### src/rtl/alu_cmd_issuer.sv
// Multi-cycle ALU command issuer: 8x8 register file, IDLE/OPER/EXEC/WB sequencing, debug read port.
// Optional res_zero output enabled by defining ALU_ZERO_FLAG_EN.
module alu_cmd_issuer #(
  parameter logic [7:0] RESET_VAL = 8'h00
) (
  input  logic       clk,
  input  logic       rst,
  input  logic       cmd_valid,
  output logic       cmd_ready,
  input  logic [2:0] cmd_op,
  input  logic [2:0] cmd_ra,
  input  logic [2:0] cmd_rb,
  input  logic [2:0] cmd_rd,
  output logic [7:0] alu_a,
  output logic [7:0] alu_b,
  output logic [2:0] alu_opcode,
  input  logic [7:0] alu_out,
  output logic       res_valid,
  output logic [7:0] res_data,
  output logic [2:0] res_rd,
  input  logic [2:0] dbg_addr,
  output logic [7:0] dbg_data
`ifdef ALU_ZERO_FLAG_EN
  ,
  output logic       res_zero
`endif
);

  typedef enum logic [1:0] {StIdle, StOper, StExec, StWb} state_e;

  state_e      state_q, state_d;
  logic [2:0]  op_q, op_d, ra_q, ra_d, rb_q, rb_d, rd_q, rd_d;
  logic [7:0]  alu_a_q, alu_a_d, alu_b_q, alu_b_d;
  logic [2:0]  alu_op_q, alu_op_d;
  logic [7:0]  result_q, result_d;
  logic        res_valid_q, res_valid_d;
  logic [7:0]  res_data_q, res_data_d;
  logic [2:0]  res_rd_q, res_rd_d;
  logic        rf_we;
  // Entry 0 is reset to zero and never written, so it always reads 8'h00.
  logic [7:0]  rf_q [8];
`ifdef ALU_ZERO_FLAG_EN
  logic        res_zero_q, res_zero_d;
`endif

  always_comb begin
    state_d     = state_q;
    op_d        = op_q;
    ra_d        = ra_q;
    rb_d        = rb_q;
    rd_d        = rd_q;
    alu_a_d     = alu_a_q;
    alu_b_d     = alu_b_q;
    alu_op_d    = alu_op_q;
    result_d    = result_q;
    res_valid_d = 1'b0;
    res_data_d  = res_data_q;
    res_rd_d    = res_rd_q;
    rf_we       = 1'b0;
`ifdef ALU_ZERO_FLAG_EN
    res_zero_d  = res_zero_q;
`endif
    unique case (state_q)
      StIdle: begin
        if (cmd_valid) begin
          op_d    = cmd_op;
          ra_d    = cmd_ra;
          rb_d    = cmd_rb;
          rd_d    = cmd_rd;
          state_d = StOper;
        end
      end
      StOper: begin
        alu_a_d  = rf_q[ra_q];
        alu_b_d  = rf_q[rb_q];
        alu_op_d = op_q;
        state_d  = StExec;
      end
      StExec: begin
        result_d = alu_out;
        state_d  = StWb;
      end
      StWb: begin
        rf_we       = (rd_q != 3'd0);
        res_valid_d = 1'b1;
        res_data_d  = result_q;
        res_rd_d    = rd_q;
`ifdef ALU_ZERO_FLAG_EN
        res_zero_d  = (result_q == 8'h00);
`endif
        state_d     = StIdle;
      end
      default: state_d = StIdle;
    endcase
  end

  always_ff @(posedge clk or posedge rst) begin
    if (rst) begin
      state_q     <= StIdle;
      op_q        <= 3'd0;
      ra_q        <= 3'd0;
      rb_q        <= 3'd0;
      rd_q        <= 3'd0;
      alu_a_q     <= 8'h00;
      alu_b_q     <= 8'h00;
      alu_op_q    <= 3'd0;
      result_q    <= 8'h00;
      res_valid_q <= 1'b0;
      res_data_q  <= 8'h00;
      res_rd_q    <= 3'd0;
`ifdef ALU_ZERO_FLAG_EN
      res_zero_q  <= 1'b0;
`endif
    end else begin
      state_q     <= state_d;
      op_q        <= op_d;
      ra_q        <= ra_d;
      rb_q        <= rb_d;
      rd_q        <= rd_d;
      alu_a_q     <= alu_a_d;
      alu_b_q     <= alu_b_d;
      alu_op_q    <= alu_op_d;
      result_q    <= result_d;
      res_valid_q <= res_valid_d;
      res_data_q  <= res_data_d;
      res_rd_q    <= res_rd_d;
`ifdef ALU_ZERO_FLAG_EN
      res_zero_q  <= res_zero_d;
`endif
    end
  end

  always_ff @(posedge clk or posedge rst) begin
    if (rst) begin
      rf_q[0] <= 8'h00;
      for (int i = 1; i < 8; i++) rf_q[i] <= RESET_VAL;
    end else if (rf_we) begin
      rf_q[rd_q] <= result_q;
    end
  end

  assign cmd_ready  = (state_q == StIdle);
  assign alu_a      = alu_a_q;
  assign alu_b      = alu_b_q;
  assign alu_opcode = alu_op_q;
  assign res_valid  = res_valid_q;
  assign res_data   = res_data_q;
  assign res_rd     = res_rd_q;
  assign dbg_data   = rf_q[dbg_addr];
`ifdef ALU_ZERO_FLAG_EN
  assign res_zero   = res_zero_q;
`endif

endmodule

### config.mk
export PLATFORM = sky130hd
export DESIGN_NAME = alu_cmd_issuer
export DESIGN_NICKNAME = d
export VERILOG_FILES = /design/src/rtl/alu_cmd_issuer.sv
export SDC_FILE = /design/constraint.sdc
export NUM_CORES = 1
export LEC_CHECK = 0
export BUFFER_PORTS_ARGS = -buffer_cell sky130_fd_sc_hd__buf_2
export CAP_MARGIN = 15
export CORE_MARGIN = 2
export CORE_UTILIZATION = 59
export DETAILED_ROUTE_END_ITERATION = 8
export GPL_TIMING_DRIVEN = 1
export PLACE_DENSITY_LB_ADDON = 0.3
export REMOVE_ABC_BUFFERS = 1
export SYNTH_ARGS = -nofsm -noshare
export SYNTH_HDL_FRONTEND = slang
export SYNTH_SLANG_ARGS = --single-unit
### constraint.sdc
create_clock -name clk -period 4.1 [get_ports clk]
set_input_delay 0.41 -clock clk [delete_from_list [all_inputs] [get_ports clk]]
set_output_delay 0.41 -clock clk [all_outputs]
set_load 0.05 [all_outputs]
# Word-level counts from Yosys, hierarchy flattened
# Index checks and enable logic that the tools add are counted.
[word_totals]
reg_bits = 117
latchBits = 0
mem_bits_rw = 0
rom_bits = 0
in_bits = 26
output_inout_bits = 40
wordCells = 53
mem_count = 0
[classes]
addsub = 0
multipliers = 0
div_mod_pow = 0
n_lt_le_gt_ge = 5
eq_ne = 4
n_shift = 0
n_mux = 16
n_bitwise = 4
n_reduce_logical = 4
[ops]
columns = ["op", "n"]
rows = [
  ["$bmux 8 s3", 3],
  ["$bwmux 64", 1],
  ["$mux 8", 7],
  ["$demux 8 s3", 1],
  ["$ge 4x4->1 const B", 4],
  ["$not 3->4", 4],
  ["$pmux 2 s4", 1],
  ["$eq 2x2->1 const B", 2],
  ["$lt 4x1->1 const B", 1],
  ["$reduce_bool 3->1", 1],
  ["$eq 2x1->1 const B", 1],
  ["$logic_not 2->1", 1],
  ["$mux 1", 2],
  ["$mux 2", 1],
  ["$ne 2x2->1 const B", 1],
  ["$reduce_and 2->1", 1],
  ["$logic_and 1x1->1", 1],
]

# Logic depth before layout (Yosys ltp)
# Gate-level depths: netlist of the first run.
[logic_depth]
word_depth = 6
mapped_depth = 5
depth_no_buf = 5

# Worst setup path after synthesis of the first run
# Ideal clock, no wire load.
[synth_path]
path_type = "input to output"
startpoint = "in dbg_addr[1]"
endpoint = "out dbg_data[0]"
arrival_time_ns = 1.626
required_time_ns = 3.690
setup_slack_ns = 2.064
cell_stages = 3
path_buffers = 1
path_cell_list = "clkbuf_1 mux4_1 mux2_2"
[synth_via]
elab_chain_cells = 4
[synth_rtl]
columns = ["item", "line", "source"]
rows = [
  ["start: declaration", "21", "input logic [2:0] dbg_addr,"],
  ["$not 3->4 (not written as such)", "149", "assign dbg_data = rf_q[dbg_addr];"],
  ["$bmux 8 s3", "149", ""],
  ["$mux 8 (not written as such) (2 in a row)", "149", ""],
  ["end: declaration", "22", "output logic [7:0] dbg_data"],
]
# Every way passes these cells. The select of a mux whose other input is x is not followed.

# Final worst setup path of the first run
[layout_path]
startpoint = "reg state_q[1]"
endpoint = "reg rf_q[48] in the netlist's numbering"
[layout_via]
elab_chain_cells = 2
[layout_rtl]
columns = ["item", "line", "source"]
rows = [
  ["start: declaration", "31", "state_e state_q, state_d;"],
  ["start signal: assignment", "99", "state_q <= StIdle;"],
  ["start signal: assignment", "115", "state_q <= state_d;"],
  ["$eq 2x2->1", "63", "unique case (state_q)"],
  ["$mux 1", "63", ""],
  ["end signal: indexed assignment", "138", "rf_q[rd_q] <= result_q;"],
  ["end: declaration", "41", "logic [7:0] rf_q [8];"],
]
# Every way passes these cells.
# A chain may end at the register's enable or synchronous reset.

==> results of run 1 <==
==> through the flow <==
step           utilization, %  instance area, um2  power [mW]  hold slack (ps)
4_1_cts                  71.1                7020        6.85             5.03
5_1_grt                  71.1                7020        7.18             53.5
3_3_place_gp             64.7                6380        5.12              399
3_5_place_dp             64.7                6380        5.23              408
2_1_floorplan               -                5830        4.41              386
6_report                 71.1                7020        6.86            -11.3
==> per-layer routing <==
metal / wire, um / track usage [%]
met3: 1040 / 6.74
met5: 0 / 0
met1: 6120 / 37.7
met4: 364 / 11.5
met2: 6860 / 42.8
==> where the power goes <==
part	total [mW]	internal, mW	leakage, nW	switching, mW
Combinational	2.86	1.26	1.59	1.60
Sequential	2.40	1.68	1.45	0.716
Clock	1.59	1.06	0.304	0.533
Total	6.86	4.01	3.35	2.85
==> worst max-delay path, delay by kind of cell (launching register included) <==
| family | cells | cell delay, ps |
|---|---|---|
| muxes | 1 | 420 |
| adders and majority gates | 1 | 650 |
| DFF | 1 | 390 |
| and+or+nand+nor | 2 | 980 |
==> synth_stat cells (all sizes together) (2+ instances only) <==
cell type  count
dfrtp        117
mux2          98
mux2i         48
nor2b         35
buf           23
clkbuf        18
a211o         16
a22oi         16
a41o          16
mux4          16
nand3         16
ha             5
inv            4
nand4b         3
nand2          2
nand2b         2
nor2           2
nor3           2
nor4bb         2
==> path summary, 6_finish.rpt <==
check	endpoint	slack, ps	depth (start not counted)
worst max-delay path	rf_q[48]	1540	4
worst min-delay path	res_data[2]	-10	2
worst max register to register	rf_q[48]	1540	4
worst min register to register	rf_q[62]	420	0
max in group asynchronous	rf_q[22]	3210	3
min in group clk	result_q[6]	110	2
==> flip-flops by register name, summed over array words and instances, names as in the netlist <==
name        cells
res_rd          3
alu_b           8
rd_q            3
op_q            3
res_valid       1
rf_q           64
alu_opcode      3
res_data        8
alu_a           8
rb_q            3
state_q         2
result_q        8
ra_q            3
==> logic make-up (layout without fill, tap and decap cells) <==
kind of cell / after synthesis / count (layout) / share of synthesized area [%]
buffers and inverters: 45 / 108 / 3.51
AND/OR/NAND/NOR: 65 / 65 / 6.54
adder cells (fa/ha/maj): 5 / 5 / 1.04
flip-flops: 117 / 117 / 48.5
multiplexers: 162 / 162 / 33.2
AO/OA/AOI/OAI: 50 / 50 / 7.14
==> final cells by class <==
class | count | area (um2)
Clock inverter | 13 | 205
Multi-Input combinational cell | 282 | 2890
Timing Repair Buffer | 72 | 378
Fill cell | 656 | 2850
Sequential cell | 117 | 2930
Inverter | 4 | 17.5
Tap cell | 133 | 166
Clock buffer | 19 | 432
==> results.toml, run 1 <==
[worst_setup_path]
critPathSlowestCell = "nor3_2"
startpoint = "state_q[1]"
r2r-start = "state_q[1]"
startpoint_type = "flop"
slowest_delay_ps = 790
cp_max_fo = 19
worstPathArrival_ps = 2960
cp-end-kind = "flop"
worstPathRequired_ps = 4510
path_cells = "ha_1, nand2_1, nor3_2, mux2_2"
critPathKind = "flop to flop"

[layout]
layout.nets = 525
mostFrequentLayoutCell = "dfrtp_1"
drive_above_1_share_pct = 40.0
area_growth_pct = 16.4
final_cell_mix = "dfrtp_1, mux2_2, buf_2, mux2i_1, nor2b_1"
n_antenna_cell = 0
fin_cells = 640

[placed_design]
dpl.hpwl_um = 8940
dp_slack_ps = 1600
place_inst = 608
port_buffers = 65
place_congestion = 0.844

[synth]
seq_area_frac_synth_pct = 48.5
ys.flop_type = "dfrtp_1"
synth_area_um2 = 6030
synth.largest_area_cell = "dfrtp_1"
ys_top_cells_by_area = "dfrtp_1, mux2_2, mux2i_1"
avgSynthCellArea_um2 = 13.6
yosys.cell_types.count = 27
synth_cells = 444
synth-seq-cells = 117
synthArstFlopShare_pct = 100
yosysWarnings = 0
yosysTopAreaCellShare_pct = 48.5
synth-edff-count = 0

[pwr]
p_leak_nw = 3.35
power_density_nw_per_um2 = 977
peakVddDrop_uv = 504

[floorplan]
coreArea_um2 = 9860
dieArea_um2 = 11000
pin_count = 66
num_rows = 36
initial_utilization_pct = 61.1
die_w_um = 105
fp.dieH_um = 105

[drt]
wl_um = 14400
firstDrtPassIters = 5
vias = 4086
drtIter0Drc = 256
antenna_left = 0
vias_per_cell = 6.38
route.detailed.drc = 0
post_drt_wl_per_cell_um = 22.5

[clock_network]
ctsHoldBuffers = 0
cts_tree = "built"
clk_latency_ps = 530
clock-sinks = 117
cts_root_buf = "clkbuf_8"
ctsResizeCount = 0
post_cts_buffers = 0
cts_made_buffers = 17
clk_pin_slew_worst_paths_ps = 60
htree_levels = 4
cts_buffer_depth = 2

[sta]
maxSlewHeadroom_pct = 31.5
whs_ps = -11.3
fin_tns_setup_ps = 0
maxSlewViolCount = 0
finalHoldViolations = 13
clock.fmax_ghz = 0.391
clock_skew_ps = 6.60
setup_viol = 0
rsz0062_at_grt = "false"
tightest_slew_ps = 1030
finalWorstSetupSlack_ps = 1540
fin_crit_ps = 2560
finalCritPeriodShare_pct = 62.3

[outcome]
violations = "hold timing"
status = "finished, violations left"

[min_path]
hp-class = "input port to async pin"

[global_routing]
antenna_found_initial = 0
grt_max_degree = 56
grt_overflow_total = 0
grt_pass1_vias = 4231
grt_usage_pct = 27.7
grt_pass1_wl_um = 23100

[job]
cap_violations = 0
No activity file was read; power rests on OpenSTA's default activity.
==> inputs of run 2 (changes only) <==
==> constraint.sdc (replaced) <==
create_clock -name clk -period 2.5 [get_ports clk]
set_input_delay 0.25 -clock clk [delete_from_list [all_inputs] [get_ports clk]]
set_output_delay 0.25 -clock clk [all_outputs]
set_load 0.05 [all_outputs]
==> run 2 against run 1 <==
- die area is the same
- critical path depth down 1
- cell area increased by 2.7%
- final cell count grew 5.0%
- clock power rose by 28%
- global-route usage rose by 0.071 points
- sequential power rose by 57%
- core utilization rose by 1.9 points
- routed wire length grew 3.3%
- flip-flop and latch count stayed put
- clock skew increased by 3.1 ps
- the run now ends clean
- non-clock buffer count increased by 34
==> results.toml, run 2 (synthesis gave the netlist of run 1 again) <==
[pwr]
finalPower_mw = 10.8
p_leak_nw = 3.44
power_density_nw_per_um2 = 1500
peakVddDrop_uv = 888

[clock_network]
cts_tree = "built"
cts_made_buffers = 17
post_cts_buffers = 0
cts_root_buf = "clkbuf_8"
htree_levels = 4
cts_buffer_depth = 2
clk_pin_slew_worst_paths_ps = 60
clk_latency_ps = 500
clock-sinks = 117

[placed_design]
place_congestion = 0.843
port_buffers = 65
dp_slack_ps = 472
place_inst = 621
dpl_cell_area_um2 = 6500
dpl.hpwl_um = 9130

[worst_setup_path]
worstPathArrival_ps = 1950
worstPathRequired_ps = 2250
ff2ff_setup_slack_ps = 560
endpoint = "dbg_data[3]"
cp_max_fo = 4
cp-end-kind = "output pin"
r2r-end = "alu_b[3]"
r2r_cells = 3
startpoint = "rf_q[51]"
r2r-start = "rb_q[2]"
startpoint_type = "flop"
critPathKind = "flop to output pin"

[sta]
finalHoldViolations = 0
maxSlewViolCount = 0
setup_viol = 0
maxSlewHeadroom_pct = 61.6
rsz0062_at_grt = "false"
fin_tns_setup_ps = 0
whs_ps = 73.5
finalCritPeriodShare_pct = 88.0
clock_skew_ps = 9.65
fin_crit_ps = 2200
tightest_slew_ps = 576
clock.fmax_ghz = 0.455
finalWorstSetupSlack_ps = 300

[global_routing]
grt_max_degree = 76
grt_pass1_wl_um = 23200
grt_overflow_total = 0
antenna_found_initial = 0
grt_usage_pct = 27.8
grt_pass1_vias = 4287

[min_path]
hp-start = "cmd_valid"
hp-class = "input port to flop"
whs_path_depth = 3

[outcome]
status = "finished clean"

[layout]
drive_above_1_share_pct = 38.8
regMostFlops = "rf_q"
mostFrequentLayoutCell = "dfrtp_1"
final_cell_mix = "dfrtp_1, mux2_2, buf_2, mux2i_1, nor2b_1"
design_area_um2 = 7210
layout.nets = 559
area_growth_pct = 19.5
largest_reg_flops = 64
n_antenna_cell = 0
fin_cells = 672
postLayoutCoreUtil_pct = 73.0

[drt]
firstDrtPassIters = 5
wl_um = 14900
route.detailed.drc = 0
vias = 4257
antenna_left = 0
vias_per_cell = 6.33
drtIter0Drc = 244
post_drt_wl_per_cell_um = 22.1

[floorplan]
coreArea_um2 = 9860
die_w_um = 105
dieArea_um2 = 11000
pin_count = 66
fp.dieH_um = 105
num_rows = 36
initial_utilization_pct = 61.1

[job]
cap_violations = 0
==> run 2: cell types whose count changed in the layout (fill, tap and decap cells not counted), moves of 5 or more <==
cell           previous run  this run
bufinv_16                 5         0
dlygate4sd3_1             0        21
clkbuf_1                  1         6
buf_4                     7        18
==> run 2: routing by layer <==
layer,vias up,part of all wire [%],GRT usage (%)
met4,0,2.7,11.1
met3,38,5.6,5.24
met5,-,0,0
met1,2196,43,37.8
li1,1852,-,-
met2,171,49,44.2
==> run 2: cell type report <==
cell class | count | area (um2)
clock inverter | 5 | 27.5
fill | 641 | 2660
sequential | 117 | 2930
clock buffer | 25 | 464
timing repair buffer | 106 | 711
tap | 133 | 166
multi-input combinational | 282 | 2890
inverter | 4 | 17.5
==> run 2: how the worst min path moves through the flow <==
stage / endpoint
floorplan: rf_q[56]
global placement: res_data[4]
detailed placement: res_data[2]
CTS: rb_q[0]
global route: state_q[0]
finish: state_q[0]
==> run 2: where the power goes <==
group	leakage [nW]	internal (mW)	switching, mW
clock network	0.242	1.25	0.782
logic	1.75	2.19	2.82
registers	1.45	2.77	0.989
==> run 2: critical path, cell delays in order, from the launching register on <==
cell     delay, ps
dfrtp_1        430
mux4_1         520
mux2_2         290
buf_2          210
==> run 2: repair_timing <==
item                                   CTS  global route
gates resized for setup                  0             0
setup endpoints to repair                0             0
endpoints found under the hold margin  136             1
hold buffers                            20             1
==> inputs of run 3 (changes only) <==
--- a/config.mk
+++ b/config.mk
@@ -7,6 +7,7 @@
 export LEC_CHECK = 0
 export BUFFER_PORTS_ARGS = -buffer_cell sky130_fd_sc_hd__buf_2
 export CAP_MARGIN = 15
+export CORE_ASPECT_RATIO = 0.9
 export CORE_MARGIN = 2
 export CORE_UTILIZATION = 59
 export DETAILED_ROUTE_END_ITERATION = 8
==> run 3 against run 2 <==
- clock power up 31%
- maximum frequency up 4.3%
- flip-flop and latch count unchanged
- global-route usage up 0.85 points
- non-clock buffer count down 15
- worst setup slack better by 90 ps
- total power up 6.3%
- clock skew down 2.9 ps
- register-to-register slack about the same
- sequential share of layout area up 0.085 points
- core utilization up 0.13 points
- largest power group unchanged
==> results.toml, run 3 (synthesis gave the netlist of run 1 again) <==
[outcome]
status = "finished clean"

[sta]
setup_viol = 0
rsz0062_at_grt = "false"
finalHoldViolations = 0
maxSlewViolCount = 0
clock_skew_ps = 6.75
maxSlewHeadroom_pct = 54.4
tightest_slew_ps = 684
fin_crit_ps = 2110
finalCritPeriodShare_pct = 84.4
finalWorstSetupSlack_ps = 391
clock.fmax_ghz = 0.474

[placed_design]
dpl.hpwl_um = 9360
dp_slack_ps = 498
dpl_cell_area_um2 = 6530
port_buffers = 65
place_congestion = 0.865
place_inst = 619

[pwr]
p_leak_nw = 3.45
power_density_nw_per_um2 = 1600
pwr-share-clk_pct = 23.1
pwr-share-comb_pct = 44.1
seq_power_share_pct = 32.7
switching_share_pct = 41.2
p_int_mw = 6.75
finalPower_mw = 11.5
power.net_switching_mw = 4.73
peakVddDrop_uv = 1010

[clock_network]
cts_buffer_depth = 2
clk_latency_ps = 410
clk_pin_slew_worst_paths_ps = 60
cts_tree = "built"
cts_made_buffers = 17
cts_root_buf = "clkbuf_16"
clock-sinks = 117
htree_levels = 4
post_cts_buffers = 0

[floorplan]
initial_utilization_pct = 61.4
pin_count = 66
fp.dieH_um = 99.9
die_w_um = 111
coreArea_um2 = 9830
num_rows = 34
dieArea_um2 = 11000

[min_path]
hp-start = "alu_out[4]"
hp-class = "input port to flop"
min_to = "result_q[4]"
whs_path_depth = 2

[drt]
post_drt_wl_per_cell_um = 23.1
antenna_left = 0
route.detailed.drc = 0
drtIter0Drc = 249
vias = 4189
firstDrtPassIters = 5
vias_per_cell = 6.42
wl_um = 15100

[worst_setup_path]
ff2ff_setup_slack_ps = 570
cp_max_fo = 4
r2r-end = "alu_b[3]"
critPathKind = "flop to output pin"
r2r_cells = 3
startpoint_type = "flop"
r2r-start = "rb_q[1]"
worstPathRequired_ps = 2250
cp-end-kind = "output pin"
worstPathArrival_ps = 1860

[layout]
drive_above_1_share_pct = 42.0
final_cell_mix = "dfrtp_1, mux2_2, buf_2, mux2i_1, nor2b_1"
fin_cells = 652
regMostFlops = "rf_q"
mostFrequentLayoutCell = "dfrtp_1"
n_antenna_cell = 0
layout.nets = 544
largest_reg_flops = 64
fillCellCount = 622
area_growth_pct = 19.2
design_area_um2 = 7190
postLayoutCoreUtil_pct = 73.2

[global_routing]
grt_overflow_total = 0
grt_usage_pct = 28.6
grt_pass1_vias = 4535
grt_max_degree = 53
antenna_found_initial = 0
grt_pass1_wl_um = 24200

[job]
cap_violations = 0
-- run 3: worst max-delay path: stages, from the launching register on --
cell and delay, ps:
dfrtp_1 440, mux4_1 530, mux2_2 270, buf_2 210
-- run 3: power groups by stage --
stage / registers, mW / logic, mW / clock network [mW]
global placement: 3.65 / 4.84 / 0
CTS: 3.71 / 5.08 / 2.67
floorplan: 4.41 / 2.83 / 0
global route: 3.86 / 5.40 / 2.77
detailed placement: 3.71 / 4.98 / 0
finish: 3.75 / 5.07 / 2.66
-- run 3: worst max path at each step --
stage,startpoint,end
final,rf_q[23],dbg_data[7]
after global routing,rf_q[23],dbg_data[7]
after CTS,rf_q[23],dbg_data[7]
after detailed placement,dbg_addr[0],dbg_data[1]
after global placement,dbg_addr[0],dbg_data[1]
after floorplan,rst,alu_a[0]
-- run 3: area by class of cell --
| cell class | instances | area [um2] | share of cell area (%) |
|---|---|---|---|
| sequential | 117 | 2930 | 40.7 |
| multi-input combinational | 282 | 2890 | 40.2 |
| timing repair buffer | 91 | 548 | 7.62 |
| clock buffer | 19 | 443 | 6.16 |
| clock inverter | 13 | 205 | 2.85 |
| tap | 126 | 158 | 2.19 |
| inverter | 4 | 17.5 | 0.244 |
-- run 3: per-layer routing --
layer  part of all wire (%)  up-vias  global-route usage (%)
li1                       -     1822                       -
met1                     41     2116                    36.5
met2                     48      193                    46.9
met3                    6.9       58                    6.88
met4                    3.9        0                    13.7
met5                      0        -                       0
-- run 3: metrics by stage --
step | hold slack [ps] | setup TNS (ps)
after floorplan | 386 | -99540
after global placement | 397 | 0
after detailed placement | 404 | 0
after CTS | 64.3 | 0
after global routing | 67.1 | 0
final | 72.3 | 0
-- run 3: timing repair --
item | in CTS | in global routing
resized for setup | 0 | 0
endpoints found under the hold margin | 49 | 0
hold buffers | 1 | 0
